## src/rtl/cpu_irq_pkg.sv

```systemverilog
`timescale 1ns/1ps
`default_nettype none
// +--------------------------------------------------------------------------+
// | Module      : cpu_irq_pkg                                                |
// | Description : Shared types and defaults for the cpu_irq_ctrl interrupt   |
// |               controller: handshake state enum, default source count     |
// |               and id width, and the reset value of the reported id.      |
// | Revision    : 1.0 - initial release                                      |
// +--------------------------------------------------------------------------+
package cpu_irq_pkg;

   // Default number of interrupt source lines and matching id width
   localparam int N_SRC_DEF = 8;
   localparam int ID_W_DEF  = 3;

   // Id reported when nothing has been requested since reset
   localparam int unsigned IRQ_ID_NONE = 0;

   // Handshake with cpu_pc: wait for work, hold request, wait for ISR return
   typedef enum logic [1:0] {
      IDLE    = 2'd0,
      REQ     = 2'd1,
      SERVICE = 2'd2
   } irq_state_e;

endpackage : cpu_irq_pkg
`default_nettype wire

```

## src/rtl/cpu_irq_prio_enc.sv

```systemverilog
`timescale 1ns/1ps
`default_nettype none
// +--------------------------------------------------------------------------+
// | Module      : cpu_irq_prio_enc                                           |
// | Description : Combinational lowest-index priority encoder.               |
// |   req       [N-1:0]    candidate request vector                          |
// |   any_valid            at least one request bit is set                   |
// |   id        [ID_W-1:0] index of the lowest set bit (0 when none)         |
// | Revision    : 1.0 - initial release                                      |
// +--------------------------------------------------------------------------+
module cpu_irq_prio_enc #(
   parameter int N    = 8,
   parameter int ID_W = 3
) (
   input  logic [N-1:0]    req,
   output logic            any_valid,
   output logic [ID_W-1:0] id
);

   // Scan from the top down so the lowest set index is the last assignment
   always_comb begin
      any_valid = |req;
      id        = '0;
      for (int i = N - 1; i >= 0; i--) begin
         if (req[i]) begin
            id = ID_W'(i);
         end
      end
   end

endmodule : cpu_irq_prio_enc
`default_nettype wire

```

## src/rtl/cpu_irq_ctrl.sv

```systemverilog
`timescale 1ns/1ps
`default_nettype none
// +--------------------------------------------------------------------------+
// | Module      : cpu_irq_ctrl                                               |
// | Description : Interrupt controller on the requesting side of the cpu_pc  |
// |               interrupt handshake. Latches rising edges of the source    |
// |               lines as pending, masks them with a software enable,       |
// |               requests the lowest-index enabled pending source and       |
// |               reports it as in service until end-of-interrupt.           |
// |   clk              system clock, rising edge                             |
// |   reset            synchronous, active-high reset                        |
// |   irq_src          raw peripheral interrupt lines                        |
// |   irq_en_we/wdata  enable mask write strobe and value                    |
// |   eoi              end-of-interrupt pulse from ISR return                |
// |   interrupt_grant  grant pulse from cpu_pc                               |
// |   interrupt        request to cpu_pc                                     |
// |   irq_id           id of requested or in-service source                  |
// |   irq_active       a granted interrupt is in service                     |
// |   irq_pending      pending bit vector read-back                          |
// |   irq_en           enable mask read-back                                 |
// | Build option: CPU_IRQ_LEVEL_EN - when defined, sources are level-        |
// |   sensitive (pending mirrors the registered lines, grant does not        |
// |   clear it); otherwise rising edges are latched until granted.           |
// | Revision    : 1.0 - initial release                                      |
// +--------------------------------------------------------------------------+
module cpu_irq_ctrl
   import cpu_irq_pkg::*;
#(
   parameter int N_SRC = N_SRC_DEF,
   parameter int ID_W  = ID_W_DEF
) (
   input  logic             clk,
   input  logic             reset,
   input  logic [N_SRC-1:0] irq_src,
   input  logic             irq_en_we,
   input  logic [N_SRC-1:0] irq_en_wdata,
   input  logic             eoi,
   input  logic             interrupt_grant,
   output logic             interrupt,
   output logic [ID_W-1:0]  irq_id,
   output logic             irq_active,
   output logic [N_SRC-1:0] irq_pending,
   output logic [N_SRC-1:0] irq_en
);

   // Registered state
   irq_state_e       state_q,      state_d;
   logic [N_SRC-1:0] src_q,        src_d;
   logic [N_SRC-1:0] pending_q,    pending_d;
   logic [N_SRC-1:0] en_q,         en_d;
   logic             interrupt_q,  interrupt_d;
   logic [ID_W-1:0]  irq_id_q,     irq_id_d;
   logic             irq_active_q, irq_active_d;

   // Combinational helpers
   logic [N_SRC-1:0] req_vec;
   logic [N_SRC-1:0] grant_clr;
   logic             win_valid;
   logic [ID_W-1:0]  win_id;
`ifndef CPU_IRQ_LEVEL_EN
   logic [N_SRC-1:0] src_rise;
`endif

   assign req_vec = pending_q & en_q;

   cpu_irq_prio_enc #(
      .N    (N_SRC),
      .ID_W (ID_W)
   ) u_prio_enc (
      .req       (req_vec),
      .any_valid (win_valid),
      .id        (win_id)
   );

   always_comb begin
      state_d      = state_q;
      interrupt_d  = interrupt_q;
      irq_id_d     = irq_id_q;
      irq_active_d = irq_active_q;
      grant_clr    = '0;
      src_d        = irq_src;
      en_d         = irq_en_we ? irq_en_wdata : en_q;

      case (state_q)
         IDLE: begin
            // The winner is captured here and frozen for the whole request,
            // so later mask or pending changes cannot retarget it.
            if (win_valid) begin
               irq_id_d    = win_id;
               interrupt_d = 1'b1;
               state_d     = REQ;
            end
         end
         REQ: begin
            // eoi arriving alongside the grant is deliberately not looked at
            if (interrupt_grant) begin
               interrupt_d  = 1'b0;
               irq_active_d = 1'b1;
               grant_clr    = {{(N_SRC-1){1'b0}}, 1'b1} << irq_id_q;
               state_d      = SERVICE;
            end
         end
         SERVICE: begin
            if (eoi) begin
               irq_active_d = 1'b0;
               state_d      = IDLE;
            end
         end
         default: begin
            interrupt_d  = 1'b0;
            irq_active_d = 1'b0;
            state_d      = IDLE;
         end
      endcase

`ifdef CPU_IRQ_LEVEL_EN
      // Level mode: pending simply follows the lines one cycle late
      pending_d = irq_src;
`else
      // The set term is OR-ed after the clear so a fresh edge on the source
      // being granted in the same cycle is not lost.
      src_rise  = irq_src & ~src_q;
      pending_d = (pending_q & ~grant_clr) | src_rise;
`endif
   end

   always_ff @(posedge clk) begin
      if (reset) begin
         state_q      <= IDLE;
         src_q        <= '0;
         pending_q    <= '0;
         en_q         <= '0;
         interrupt_q  <= 1'b0;
         irq_id_q     <= ID_W'(IRQ_ID_NONE);
         irq_active_q <= 1'b0;
      end else begin
         state_q      <= state_d;
         src_q        <= src_d;
         pending_q    <= pending_d;
         en_q         <= en_d;
         interrupt_q  <= interrupt_d;
         irq_id_q     <= irq_id_d;
         irq_active_q <= irq_active_d;
      end
   end

   assign interrupt   = interrupt_q;
   assign irq_id      = irq_id_q;
   assign irq_active  = irq_active_q;
   assign irq_pending = pending_q;
   assign irq_en      = en_q;

endmodule : cpu_irq_ctrl
`default_nettype wire

```

## config.mk

```make
export PLATFORM = sky130hd
export DESIGN_NAME = cpu_irq_ctrl
export DESIGN_NICKNAME = d
export VERILOG_FILES = /design/src/rtl/cpu_irq_pkg.sv /design/src/rtl/cpu_irq_prio_enc.sv /design/src/rtl/cpu_irq_ctrl.sv
export SDC_FILE = /design/constraint.sdc
export NUM_CORES = 1
export LEC_CHECK = 0
export ABC_CLOCK_PERIOD_IN_PS = 1600
export BUFFER_PORTS_ARGS = -buffer_cell sky130_fd_sc_hd__buf_2
export CORE_AREA = 5 5 57 59
export CTS_CLUSTER_SIZE = 25
export DETAILED_ROUTE_END_ITERATION = 16
export DIE_AREA = 0 0 62 64
export HOLD_SLACK_MARGIN = 0.12
export PLACE_DENSITY = 0.84
export SYNTH_ARGS = -nofsm -noshare
export SYNTH_HDL_FRONTEND = slang
export SYNTH_HIERARCHICAL = 1
export SYNTH_SLANG_ARGS = --single-unit
```

## constraint.sdc

```tcl
create_clock -name clk -period 1.6 [get_ports clk]
set_input_delay 0.16 -clock clk [delete_from_list [all_inputs] [get_ports clk]]
set_output_delay 0.16 -clock clk [all_outputs]
set_load 0.005 [all_outputs]
```

==> impl_metrics.ini, run 1 <==
[status]
run_status = finished with violations
violations = setup timing

[clock_tree]
cts-buffers-inserted = 5
cts_max_path_buffers = 2
cts_tree = built
cts_root_buf = clkbuf_4
clk-insertion-delay-late_ns = 0.34
cts.htree.levels = 2
cts_sinks = 31
path_clk_slew_ns = 0.10

[worst_hold_path]
hold_path.class = in2reg
hold_depth = 3

[global_route]
grt_start_max_net_pins = 33
first_global_vias = 1162
grt_first_pass_wirelength_mm = 5.14
overflow = 0
grt_antenna_before_repair = 0
grt_use_total_pct = 17.4

[timing]
worst_hold_slack_ns = 0.165
fin_crit_ns = 1.60
fin_crit_sh_pct = 100
setup_viol = 1
setup_tns_ns = -0.00159
fmax_ghz = 0.624
max_slew_margin_pct = 63.1
slew_viol_final = 0
tightest_slew_ns = 0.553
skew_ns = 0.0196
worst_slack_ns = -0.00159
hold_violations = 0

[detailed_routing]
vias = 1159
drc_errors = 0
dr.pass1.iters = 4
drt_wl_total_mm = 3.11
wire_per_inst_um = 13.8
ant_nets = 0
first_iter_violations = 30
viasPerCell = 5.13

[setup_path]
cp-end-kind = register
crit_chain = and2_1, nor4_2, nand3_1, nor3b_4, mux2i_1, nor2_1
start_kind = register
crit_fanout = 3
reg2reg_depth = 6
crit_slowest_cell = dfxtp_1
required_ns = 1.79
critPathMaxStageDelay_ns = 0.34
worstSetupPathType = reg2reg
cp.arrival_ns = 1.79

[logic_synthesis]
netlist_instances = 132
synth_cell_types = 27
ys_seq_elements = 31
async_flop_share_pct = 0
synthFlopType = dfxtp_1
syn_nets = 153
synth_edf_count = 0
syn-cell-area_um2 = 1270
ys.warnings.count = 6
synth.avg_cell_area_um2 = 9.64
ys_seq_area_share_pct = 48.8

[run]
drv_cap = 0

[cells_and_area]
nets = 215
drive_above_1_share_pct = 29.2
insertedDiodeCount = 0
synthToLayoutAreaGrowth_pct = 36.7
design_area_um2 = 1740

[floorplan]
die_h_um = 64
coreArea_um2 = 2660
die_width_um = 62
die_area_um2 = 3970
initial_core_util_pct = 47.8
fp-row-count = 19
ios = 42

[power_and_ir_drop]
fin_total_pwr_uw = 1700
power.leakage_uw = 0.000825
ir_worst_vdd_mv = 0.742
power_density_nw_per_um2 = 975

[place]
place_area_um2 = 1480
gp_congestion = 0.821
io_buffers = 41
dp_hpwl_mm = 2.16
-- through the flow --
stage,std cells,worst slack [ns],utilization [%]
after floorplan,132,0.226,-
after global placement,199,0.133,55.7
after detailed placement,199,0.0648,55.7
after CTS,224,0.0232,64.7
after global routing,226,-0.0525,65.3
final,226,-0.00159,65.3
-- cells in the mapped netlist, drive strengths merged, types with 2 or more instances --
cell type | count | area (um^2)
mux2i | 12 | 120
nor2b | 11 | 68.8
a21oi | 10 | 50.1
buf | 5 | 32.5
and2 | 8 | 50.1
a31oi | 2 | 12.5
nor2 | 17 | 63.8
nand3 | 3 | 15.0
dfxtp | 31 | 621
a22o | 8 | 71.3
inv | 12 | 45.0
-- report_power, final --
group          internal [uW]  switching, uW  total, uW
combinational            171            126        297
sequential               834           52.7        887
clock                    258            253        512
total                   1260            432       1700
-- cell type report --
type	count	area [um^2]
inverters	12	45.0
flip-flops and latches	31	622
fillers	213	923
repair buffers	60	390
clock buffers	8	68.8
multi-input cells	84	574
well taps	31	38.8
-- path summary, 6_finish.rpt --
check	startpoint	to	slack [ns]
worst max-delay path	irq_pending[6]	irq_id[2]	-0.002
worst min-delay path	interrupt_grant	state_q[1]	0.16
worst max register to register	irq_pending[6]	irq_id[2]	-0.002
worst min register to register	src_q[1]	irq_pending[1]	0.48
-- placed cells by master, fill, tap and decap left out, types with 2 or more instances in the layout --
cell type	count
mux2i_1	12
dlygate4sd3_1	17
nor2b_1	11
clkbuf_8	2
dfxtp_1	30
nand3_1	3
a31oi_1	2
inv_1	11
a21oi_1	10
clkbuf_4	5
a22o_1	7
nor2_1	17
and2_1	8
buf_2	41
buf_4	2
-- kinds of logic (layout without fill, tap and decap cells) --
| family | Yosys count | count (layout) | synth area share, % |
|---|---|---|---|
| flip-flops | 31 | 31 | 48.8 |
| AO/OA/AOI/OAI | 26 | 26 | 14.3 |
| AND/OR/NAND/NOR | 46 | 46 | 21.4 |
| multiplexers | 12 | 12 | 9.44 |
| buffers and inverters | 17 | 80 | 6.10 |
-- registers in the layout, indices dropped and copies added (netlist names) --
name         flops
interrupt        1
irq_active       1
irq_en           8
irq_id           3
irq_pending      8
src_q            8
state_q          2
-- worst max-delay path, delay by kind of cell, from the launching register on --
| family | cells | cell delay [ns] |
|---|---|---|
| mux | 1 | 0.16 |
| simple gates | 5 | 0.95 |
| flops | 1 | 0.34 |
-- metal layers --
metal / vias to the layer above / global-route usage (%) / routed length, um
li1: 574 / - / -
met1: 545 / 20.3 / 1320
met2: 34 / 27.7 / 1500
met3: 6 / 7.24 / 235
met4: 0 / 6.63 / 49
met5: - / 0 / 0
-- repair_timing --
action,in CTS,in global routing
resized for setup,0,1
endpoints found under the hold margin,17,0
hold buffers,17,0
setup endpoints to repair,0,3
buffers inserted,0,2
Note: power is estimated with default switching activity, not from simulation.
==> inputs of run 2 (changes only) <==
--- a/config.mk
+++ b/config.mk
@@ -5,14 +5,15 @@
 export SDC_FILE = /design/constraint.sdc
 export NUM_CORES = 1
 export LEC_CHECK = 0
+export ABC_AREA = 1
 export ABC_CLOCK_PERIOD_IN_PS = 1600
 export BUFFER_PORTS_ARGS = -buffer_cell sky130_fd_sc_hd__buf_2
-export CORE_AREA = 5 5 57 59
+export CORE_AREA = 5 5 59 61
 export CTS_CLUSTER_SIZE = 25
 export DETAILED_ROUTE_END_ITERATION = 16
-export DIE_AREA = 0 0 62 64
+export DIE_AREA = 0 0 64 66
 export HOLD_SLACK_MARGIN = 0.12
-export PLACE_DENSITY = 0.84
+export PLACE_DENSITY = 0.83
 export SYNTH_ARGS = -nofsm -noshare
 export SYNTH_HDL_FRONTEND = slang
 export SYNTH_HIERARCHICAL = 1
==> run 2 against run 1 <==
Compared with the run above: the run now ends clean; worst setup slack better by 0.22 ns; power is 4.1% higher; wire length is 0.68% lower; synthesized cell count is 49% higher; sequential share of layout area is 1.8 points lower; global-route usage is 1.7 points lower; final cell count is 30% higher; sequential power is 2% higher; critical path depth is 3 higher; utilization is 2.9 points lower; largest power group unchanged.
==> impl_metrics.ini, run 2 <==
[global_route]
first_global_vias = 1246
grt_antenna_before_repair = 0
grt_first_pass_wirelength_mm = 5.20
grt_start_max_net_pins = 17
grt_use_total_pct = 15.7
overflow = 0

[setup_path]
crit_fanout = 7
required_ns = 1.83
worstSetupPathType = reg2reg
cp-end-kind = register
start_kind = register
cp.arrival_ns = 1.61

[timing]
setup_tns_ns = 0
setup_viol = 0
slew_viol_final = 0
tightest_slew_ns = 0.422
fmax_ghz = 0.725
hold_violations = 0
fin_crit_ns = 1.38
max_slew_margin_pct = 71.8
skew_ns = 0.00622
fin_crit_sh_pct = 86.2
rsz0062_at_grt = false

[place]
dp_hpwl_mm = 2.24
io_buffers = 41
gp_congestion = 0.777

[cells_and_area]
nets = 280
synthToLayoutAreaGrowth_pct = 33.8
fill_cells = 262
seqCellArea_um2 = 621
mostFrequentLayoutCells = 44 x nand2_1, 41 x buf_2, 39 x inv_1, 35 x nor2_1, 31 x dfxtp_1
drive_above_1_share_pct = 24.2
multiInputGateArea_um2 = 546
final_common_cell = nand2_1
insertedDiodeCount = 0

[detailed_routing]
drt_wl_total_mm = 3.09
wire_per_inst_um = 10.5
ant_nets = 0
viasPerCell = 4.46
vias = 1306
dr.pass1.iters = 4
first_iter_violations = 36
drc_errors = 0

[worst_hold_path]
hold_path.class = in2reg

[logic_synthesis]
synth.avg_cell_area_um2 = 6.93
synth_commonest_cells = 44 x nand2_1, 39 x inv_1, 35 x nor2_1
synth_cell_types = 23
syn_nets = 218
yosysTopAreaCell = dfxtp_1
synthTopCellsByArea = dfxtp_1 45%, nand2_1 12%, inv_1 11%, nor2_1 9.6%, o21ai_1 5.9%
ys_seq_elements = 31
ys_seq_area_share_pct = 45.5
yosys.area_share.adder_pct = 0
syn-cell-area_um2 = 1370
yosysTopAreaCellShare_pct = 45.5
synth-compound-area-share_pct = 9.72
yosysMostFrequentCell = nand2_1
synth_top_family_by_area = simple AND/OR/NAND/NOR gates
netlist_instances = 197
synthSimpleGateAreaFrac_pct = 30.2
async_flop_share_pct = 0
synthFlopType = dfxtp_1
synth.mux.area_fraction_pct = 0
synth_edf_count = 0
ys.warnings.count = 6
synth_xor_xnor_area_share_pct = 0

[clock_tree]
path_clk_slew_ns = 0.09
cts.repair.resized = 0
cts-buffers-inserted = 5
cts_tree = built
postCtsSetupBuffers = 0
cts_sinks = 31
cts.htree.levels = 2
cts_max_path_buffers = 2
cts_root_buf = clkbuf_4
clk-insertion-delay-late_ns = 0.33

[floorplan]
die_width_um = 64
fp-row-count = 20
initial_core_util_pct = 46.6
die_area_um2 = 4220
ios = 42
die_h_um = 66
coreArea_um2 = 2930

[run]
drv_cap = 0

[power_and_ir_drop]
power.leakage_uw = 0.000981
power_density_nw_per_um2 = 966
ir_worst_vdd_mv = 0.754
fin_total_pwr_uw = 1770

[status]
run_status = finished clean
## run 2: cell types whose count changed in the layout (fill, tap and decap cells not counted), moves of 11 or more
| cell | change |
|---|---|
| inv_1 | +28 |
| mux2i_1 | -12 |
| nand2_1 | +44 |
| nor2_1 | +18 |
| nor2b_1 | -11 |
| o21ai_1 | +16 |
## run 2: worst max-delay path: stages, from the launching register on
cell and delay [ns]:
dfxtp_1 0.34, nand2_1 0.07, inv_1 0.04, or2_1 0.24
nor3_2 0.15, nand2_1 0.09, nand3_2 0.15, inv_2 0.05
o21ai_1 0.11, nor2_1 0.04
## run 2: cells by family (layout without fill, tap and decap cells)
logic type             after synthesis  in the layout
buffers and inverters               49            112
AND/OR/NAND/NOR                     92             92
AO/OA/AOI/OAI                       25             25
flip-flops                          31             31
## run 2: final timing paths
kind / start / end / slack, ns / cells after the start
worst max-delay path: irq_pending[6] / interrupt / 0.22 / 9
worst min-delay path: interrupt_grant / irq_active / 0.17 / 3
worst max register to register: irq_pending[6] / interrupt / 0.22 / 9
worst min register to register: src_q[0] / irq_pending[0] / 0.46 / 3
## run 2: area by class of cell
| class | count | share of cell area [%] |
|---|---|---|
| Sequential cell | 31 | 34.0 |
| Multi-Input combinational cell | 117 | 29.9 |
| Timing Repair Buffer | 58 | 20.5 |
| Inverter | 46 | 9.59 |
| Clock buffer | 8 | 3.77 |
| Tap cell | 33 | 2.26 |
## run 2: power by group
group / total (uW) / switching (uW) / internal [uW]
Sequential: 903 / 57.7 / 845
Combinational: 352 / 191 / 161
Clock: 511 / 252 / 258
Total: 1770 / 501 / 1260
## run 2: through the flow
stage / setup WS [ns] / hold WS [ns] / std cells / instance area [um^2] / utilization, %
2_1_floorplan: 0.332 / 0.279 / 197 / 1370 / -
3_3_place_gp: 0.301 / 0.384 / 268 / 1590 / 54.2
3_5_place_dp: 0.242 / 0.386 / 268 / 1590 / 54.2
4_1_cts: 0.210 / 0.156 / 293 / 1830 / 62.4
5_1_grt: 0.0822 / 0.180 / 293 / 1830 / 62.4
6_report: 0.221 / 0.166 / 293 / 1830 / 62.4
## run 2: metal layers
layer / share of wire [%] / track usage (%) / vias to the layer above
met2: 48 / 26.3 / 29
li1: - / - / 703
met4: 2.4 / 9.35 / 0
met3: 5.4 / 3.57 / 6
met1: 44 / 18.0 / 568
met5: 0 / 0 / -
## run 2: repair_timing
item / 4_1_cts / 5_1_grt
endpoints found under the setup margin: 0 / 0
hold endpoints to repair: 17 / 0
hold buffers: 17 / 0
